<file path="src/rtl/cla_nibble_serial_adder_pkg.sv">
// Shared definitions for the nibble-serial lookahead adder: FSM encodings
// and the slice width.
package cla_nibble_serial_adder_pkg;

  localparam int NIBW = 4;

  typedef enum logic [1:0] {
    IDLE = 2'd0,
    RUN  = 2'd1,
    FIN  = 2'd2
  } state_t;

endpackage

</file>
<file path="src/rtl/bit_4_augment.sv">
// 4-bit carry-lookahead slice that also exports group propagate/generate so
// a caller can compute the next nibble's carry without rippling through it.
import cla_nibble_serial_adder_pkg::*;

module bit_4_augment (
  input  logic [NIBW-1:0] a,
  input  logic [NIBW-1:0] b,
  input  logic            cin,
  output logic [NIBW-1:0] s,
  output logic            p,
  output logic            g
);

  logic [NIBW-1:0] bp;
  logic [NIBW-1:0] bg;
  logic [NIBW-1:0] c;

  assign bp = a ^ b;
  assign bg = a & b;

  assign c[0] = cin;
  assign c[1] = bg[0] | (bp[0] & cin);
  assign c[2] = bg[1] | (bp[1] & bg[0]) | (bp[1] & bp[0] & cin);
  assign c[3] = bg[2] | (bp[2] & bg[1]) | (bp[2] & bp[1] & bg[0])
              | (bp[2] & bp[1] & bp[0] & cin);

  assign s = bp ^ c;

  // Group terms exclude cin so the caller forms g | (p & carry) itself.
  assign p = &bp;
  assign g = bg[3] | (bp[3] & bg[2]) | (bp[3] & bp[2] & bg[1])
           | (bp[3] & bp[2] & bp[1] & bg[0]);

endmodule

</file>
<file path="src/rtl/cla_nibble_serial_adder.sv">
// Multi-cycle WIDTH-bit adder that reuses one 4-bit lookahead slice per
// nibble, handing results off through a start/busy/done handshake.
import cla_nibble_serial_adder_pkg::*;

module cla_nibble_serial_adder #(
  parameter int WIDTH = 16
) (
  input  logic             clk,
  input  logic             rst,
  input  logic             start,
  input  logic [WIDTH-1:0] A,
  input  logic [WIDTH-1:0] B,
  input  logic             cin,
  output logic             busy,
  output logic             done,
  output logic [WIDTH-1:0] S,
  output logic             cout,
  output logic             ovf
);

  localparam int NIB  = WIDTH / NIBW;
  localparam int IDXW = (NIB > 1) ? $clog2(NIB) : 1;
  localparam logic [IDXW-1:0] LAST = IDXW'(NIB - 1);

  state_t           state;
  state_t           state_nx;
  logic [WIDTH-1:0] a_lat;
  logic [WIDTH-1:0] b_lat;
  logic [IDXW-1:0]  idx;
  logic             carry;

  logic [NIBW-1:0]  a_nib;
  logic [NIBW-1:0]  b_nib;
  logic [NIBW-1:0]  nib_s;
  logic             grp_p;
  logic             grp_g;
  logic             carry_nx;

  assign a_nib    = a_lat[NIBW*idx +: NIBW];
  assign b_nib    = b_lat[NIBW*idx +: NIBW];
  assign carry_nx = grp_g | (grp_p & carry);

  bit_4_augment u_slice (
    .a   (a_nib),
    .b   (b_nib),
    .cin (carry),
    .s   (nib_s),
    .p   (grp_p),
    .g   (grp_g)
  );

  always_ff @(posedge clk or negedge rst) begin
    if (!rst) state <= IDLE;
    else      state <= state_nx;
  end

  always_comb begin
    state_nx = state;
    case (state)
      IDLE:    if (start) state_nx = RUN;
      RUN:     if (idx == LAST) state_nx = FIN;
      FIN:     state_nx = IDLE;
      default: state_nx = IDLE;
    endcase
  end

  // Only the nibble addressed by idx is written, so S keeps the previous
  // result in the nibbles not yet reached.
  always_ff @(posedge clk or negedge rst) begin
    if (!rst) begin
      a_lat <= '0;
      b_lat <= '0;
      idx   <= '0;
      carry <= 1'b0;
      busy  <= 1'b0;
      done  <= 1'b0;
      S     <= '0;
      cout  <= 1'b0;
      ovf   <= 1'b0;
    end else begin
      done <= 1'b0;
      case (state)
        IDLE: begin
          if (start) begin
            a_lat <= A;
            b_lat <= B;
            idx   <= '0;
            carry <= cin;
            busy  <= 1'b1;
          end
        end
        RUN: begin
          S[NIBW*idx +: NIBW] <= nib_s;
          carry <= carry_nx;
          if (idx == LAST) begin
            idx  <= '0;
            cout <= carry_nx;
            ovf  <= (a_lat[WIDTH-1] == b_lat[WIDTH-1]) &&
                    (nib_s[NIBW-1] != a_lat[WIDTH-1]);
          end else begin
            idx <= idx + 1'b1;
          end
        end
        FIN: begin
          done <= 1'b1;
          busy <= 1'b0;
        end
        default: ;
      endcase
    end
  end

endmodule

</file>
<file path="config.mk">
export PLATFORM = sky130hd
export DESIGN_NAME = cla_nibble_serial_adder
export DESIGN_NICKNAME = d
export VERILOG_FILES = /design/src/rtl/cla_nibble_serial_adder_pkg.sv /design/src/rtl/bit_4_augment.sv /design/src/rtl/cla_nibble_serial_adder.sv
export SDC_FILE = /design/constraint.sdc
export NUM_CORES = 1
export LEC_CHECK = 0
export ABC_AREA = 1
export CORE_ASPECT_RATIO = 1.75
export CORE_MARGIN = 2
export CORE_UTILIZATION = 29
export CTS_CLUSTER_DIAMETER = 30
export DETAILED_ROUTE_END_ITERATION = 7
export MAX_ROUTING_LAYER = met4
export PLACE_DENSITY = 0.59
export SETUP_SLACK_MARGIN = 0.02
export SLEW_MARGIN = 20
export SYNTH_ARGS = -nofsm -noshare
export SYNTH_HDL_FRONTEND = slang
export SYNTH_SLANG_ARGS = --single-unit
</file>
<file path="constraint.sdc">
create_clock -name clk -period 6.35 [get_ports clk]
set_input_delay 0.635 -clock clk [delete_from_list [all_inputs] [get_ports clk]]
set_output_delay 0.635 -clock clk [all_outputs]
set_load 0.02 [all_outputs]
</file>
### Yosys cells after proc, flatten, opt, wreduce, memory -nomap -nowiden

Index checks and enable logic that the tools add are counted.

* input bits: 36
* output and inout port bits: 20
* register bits after elaboration: 57
* logic and storage cells: 73

* bitwise operators: 28
* reductions and logical operators: 10
* equality and inequality tests: 7
* multiplexer cells: 12
* shift-type cells: 4
* add/subtract/negate cells: 2

Operators by type and width (count)
* $neg 4->34: 1
* $shift 4x34->16 const A: 1
* $shiftx 4x34->16: 1
* $shiftx 16x5->4: 2
* $bwmux 16: 1
* $and 1x1->1: 15
* $or 1x1->1: 10
* $reduce_and 2->1: 5
* $mux 2: 4
* $pmux 2 s2: 2
* $xor 4x4->4: 2
* $and 4x4->4: 1
* $eq 2x2->1 const B: 2
* $ne 2x2->1 const B: 2
* $pmux 1 s2: 2
* $reduce_and 4->1: 1
* $reduce_bool 2->1: 2
* $mux 1: 3
* $add 2x1->2 const B: 1
* $eq 2x1->1 const B: 1
* $logic_not 2->1: 1
* $eq 1x1->1: 1
* $logic_and 1x1->1: 1
* $ne 1x1->1: 1

### Longest topological paths before layout

* depth after elaboration: 9
* gate-level depth with buffers: 15
* gate-level depth less buffers: 14

### Cells and area by module

Synthesis repeated with hierarchy kept, for this count alone.

* cells, all modules: 361
* area total of the unflattened synthesis: 2927.8 um^2

By module, submodules not included
* cla_nibble_serial_adder: instances 1, cells an instance 329, area an instance 2726.4 um^2
* bit_4_augment: instances 1, cells an instance 32, area an instance 201.4 um^2

### Worst setup path after synthesis

OpenSTA, ideal clock, no wires.

* path type: reg-to-reg
* from: register idx[1]
* to: register S[10]
* arrival: 1.918 ns
* setup slack: 4.355 ns
* period minus slack after synthesis: 1.995 ns
* path buffers: 1
* cell stages (with the launch flop): 11
* data required time: 6.273 ns
* cell sequence: dfrtp_1 > clkbuf_1 > inv_1 > o21ai_0 > o22ai_1 > ha_1 > nand3_1 > nand2_1 > xor2_1 > nand2_1 > o21ai_1

* cells in the longest elaborated chain, start to end: 9
* elaborated cells between the ends (all ways): 24
* those cells by class: add/sub (1); shift (4); mux (1); bitwise (18)

RTL lines
* start, declared: line cla_nibble_serial_adder.sv:29 `logic [IDXW-1:0] idx;`
* start signal, assigned: line cla_nibble_serial_adder.sv:101 `idx <= idx + 1'b1;`
* $shiftx 16x5->4 (on tied branches): line cla_nibble_serial_adder.sv:39, cla_nibble_serial_adder.sv:40
* $xor 4x4->4 / $and 4x4->4 (equally long branches): line bit_4_augment.sv:18, bit_4_augment.sv:19
* $and 1x1->1 (on tied branches): line bit_4_augment.sv:24, bit_4_augment.sv:25
* $or 1x1->1 (tied with other cells): line bit_4_augment.sv:24 `assign c[3] = bg[2] | (bp[2] & bg[1]) | (bp[2] & bp[1] & bg[0])`
* $or 1x1->1 / $and 1x1->1 (equally long branches): line bit_4_augment.sv:24, bit_4_augment.sv:25
* $or 1x1->1: line bit_4_augment.sv:25 `| (bp[2] & bp[1] & bp[0] & cin);`
* $xor 4x4->4: line bit_4_augment.sv:27 `assign s = bp ^ c;`
* $shiftx 4x34->16: line cla_nibble_serial_adder.sv:93 `S[NIBW*idx +: NIBW] <= nib_s;`
* $bwmux 16 (*): line cla_nibble_serial_adder.sv:93
* end signal, assigned by index: line cla_nibble_serial_adder.sv:93
* end, declared: line cla_nibble_serial_adder.sv:16 `output logic [WIDTH-1:0] S,`

Every way passes the cells marked *; elsewhere a longest branch is shown, timed or not.
A chain may end at the register's enable or synchronous reset.

### Final worst setup path

* from: register idx[0]
* to: register S[14]

Same word-level chain as after synthesis.

==> flow_metrics.tcl <==
set metrics [dict create \
    cts_htree_levels 3 \
    antenna_cells 0 \
    worstSetupEndpoint "S[14]" \
    syn-cell-area_mm2 0.00271 \
    end_kind "register" \
    setup_viol 0 \
    synth_top_area_cell "dfrtp_1" \
    r2r.worst_path.cells 9 \
    ant_nets 0 \
    power_density_mw_per_mm2 567 \
    min_path_type "primary input to asynchronous set/reset pin" \
    cts_resized 0 \
    report.final.slew_viol_count 0 \
    synth_fa_ha_area_frac 0.0581 \
    syn_area_per_cell_um2 8.15 \
    holdBufCountCts 0 \
    multi_input_area_mm2 0.00115 \
    reg2reg_to "S[14]" \
    initial_core_util 0.298 \
    synth_common_cells "nand2_1, dfrtp_1, nor2_1" \
    synthTopCellsByArea "dfrtp_1, nand2_1, ha_1" \
    relSlewSlack 0.491 \
    nets 437 \
    via_count 2314 \
    clock-sinks 57 \
    core-area_mm2 0.00909 \
    critPathKind "register to register" \
    synth-xor-area-share 0.00646 \
    synthMuxAreaShare 0 \
    drt_iter0_drc 134 \
    grt_pass1_vias 2416 \
    critPathLaunch "idx[0]" \
    synth.top_cell.area_share 0.526 \
    ys_ff_latch 57 \
    hold_violations 0 \
    crit_required_ps 6610 \
    dp_hpwl_um 4960 \
    yosys.area_share.simple 0.280 \
    cts_max_path_buffers 2 \
    area_delta_synth_final_pct 34.1 \
    cts_tree "done" \
    synth_ff_type "dfrtp_1" \
    register_area_mm2 0.00143 \
    num_io_pins 56 \
    tns_ps 0 \
    clk_latency_ps 320 \
    status "finished, final reports clean" \
    async_reset_ff_frac 1.00 \
    drc 0 \
    wl_per_cell_um 12.8 \
    syn_nets 381 \
    leakage_nw 1.79 \
    grt_antenna_before_repair 0 \
    fp.dieArea_mm2 0.0102 \
    synth_top_family_by_area "simple AND/OR/NAND/NOR gates" \
    instances_no_fill 511 \
    crit_path_max_fanout 26 \
    dr.pass1.iters 4 \
    dp.cells 498 \
    wl_um 6560 \
    yosysMostFrequentCell "nand2_1" \
    critPathLaunchType "register" \
    port_buffers 55 \
    synth_edf_count 0 \
    overflow 0 \
    max_slew.worst_pin.slew_ps 764 \
    cts_root_buf "clkbuf_16" \
    drv_cap 0 \
    fin_skew_ps 4.83 \
    worstReg2RegStart "idx[0]" \
    min_period_ps 3030 \
    cts_buffers 9 \
    synth_compound_area_frac 0.0793 \
    r2r_slack_ps 3320 \
    nFillCells 962 \
    grt_max_degree 58 \
    synth_cell_types 22 \
    gp_congestion 0.878 \
    syn_inst 333 \
    rsz0062_at_grt "false" \
    fp.dieW_um 77.1 \
    yosysWarnings 0 \
    ys_seq_area_frac 0.526 \
    clock.fmax_mhz 330 \
    die_h_um 132 \
    ir_drop_mv 0.189 \
    crit_arrival_ps 3290 \
    grt_pass1_wl_um 11100 \
    via_per_inst 4.53 \
    grt_usage 0.146 \
    drive_gt1_frac 0.0588 \
    rows 46 \
    path_clk_slew_ps 50 \
    timing.final.crit_share 0.477 \
    postCtsSetupRepairBufs 0 \
]
-- worst max-delay path, cell delays in order, from the launching register on --
cell and delay, ps:
dfrtp_1 830, inv_1 520, o21ai_0 320, o22ai_1 110
ha_1 360, a21oi_1 180, nand2_1 80, xor2_1 320
nand4_1 130, nand2_1 90
-- area by class of cell --
cell class | count | share of cell area
sequential | 57 | 0.392
inverter | 23 | 0.0237
timing repair buffer | 56 | 0.152
tap | 120 | 0.0413
clock buffer | 13 | 0.0743
multi-input combinational | 242 | 0.316
-- per-stage QoR --
stage	worst slack, ps	power [W]	cell area [um2]	util	hold slack, ps
floorplan	4360	0.00132	2710	-	339
global placement	3360	0.00162	3360	0.370	462
detailed placement	3340	0.00164	3360	0.370	465
CTS	3360	0.00208	3630	0.400	474
global route	2940	0.00225	3640	0.400	501
finish	3320	0.00206	3640	0.400	438
-- how the worst min path moves through the flow --
stage                to  startpoint  slack (ps)
2_1_floorplan      S[0]         rst         340
3_3_place_gp   b_lat[8]    b_lat[8]         460
3_5_place_dp   b_lat[8]    b_lat[8]         460
4_1_cts          idx[0]         rst         470
5_1_grt            done         rst         500
6_report           done         rst         440
-- placed cells by master, fill, tap and decap left out, drive strengths merged --
cell | netlist | final
buf | 8 | 2
clkdlybuf4s50 | 0 | 54
inv | 23 | 23
nand2 | 148 | 148
xor2 | 1 | 1
o21ai | 29 | 29
fa | 1 | 1
o31ai | 2 | 2
ha | 11 | 11
dfrtp | 57 | 57
clkbuf | 3 | 13
a21oi | 1 | 1
o22ai | 8 | 8
nand3 | 6 | 6
xnor2 | 1 | 1
nor2 | 28 | 28
nand4 | 5 | 5
nor3 | 1 | 1
-- per-layer routing --
metal / global-route usage / routed length (um) / vias up
li1: - / - / 1163
met1: 0.137 / 2450 / 1068
met2: 0.256 / 3560 / 64
met3: 0.0514 / 292 / 19
met4: 0.0804 / 256 / 0
met5: - / 0 / -
-- power by group --
| part | internal (W) | switching, W |
|---|---|---|
| Sequential | 0.000519 | 0.000127 |
| Combinational | 0.000367 | 0.000615 |
| Clock | 0.000288 | 0.000147 |
-- state kept, by name (all words and copies together), names as in the netlist, 2 cells and up --
name	count
S	16
a_lat	16
b_lat	16
idx	2
state	2
-- logic make-up after synthesis --
family / Yosys count
AND/OR/NAND/NOR: 188
flip-flops: 57
AO/OA/AOI/OAI: 40
buffers and inverters: 34
adder cells (fa/ha/maj): 12
XOR/XNOR: 2
(Power assumes the default switching activity.)
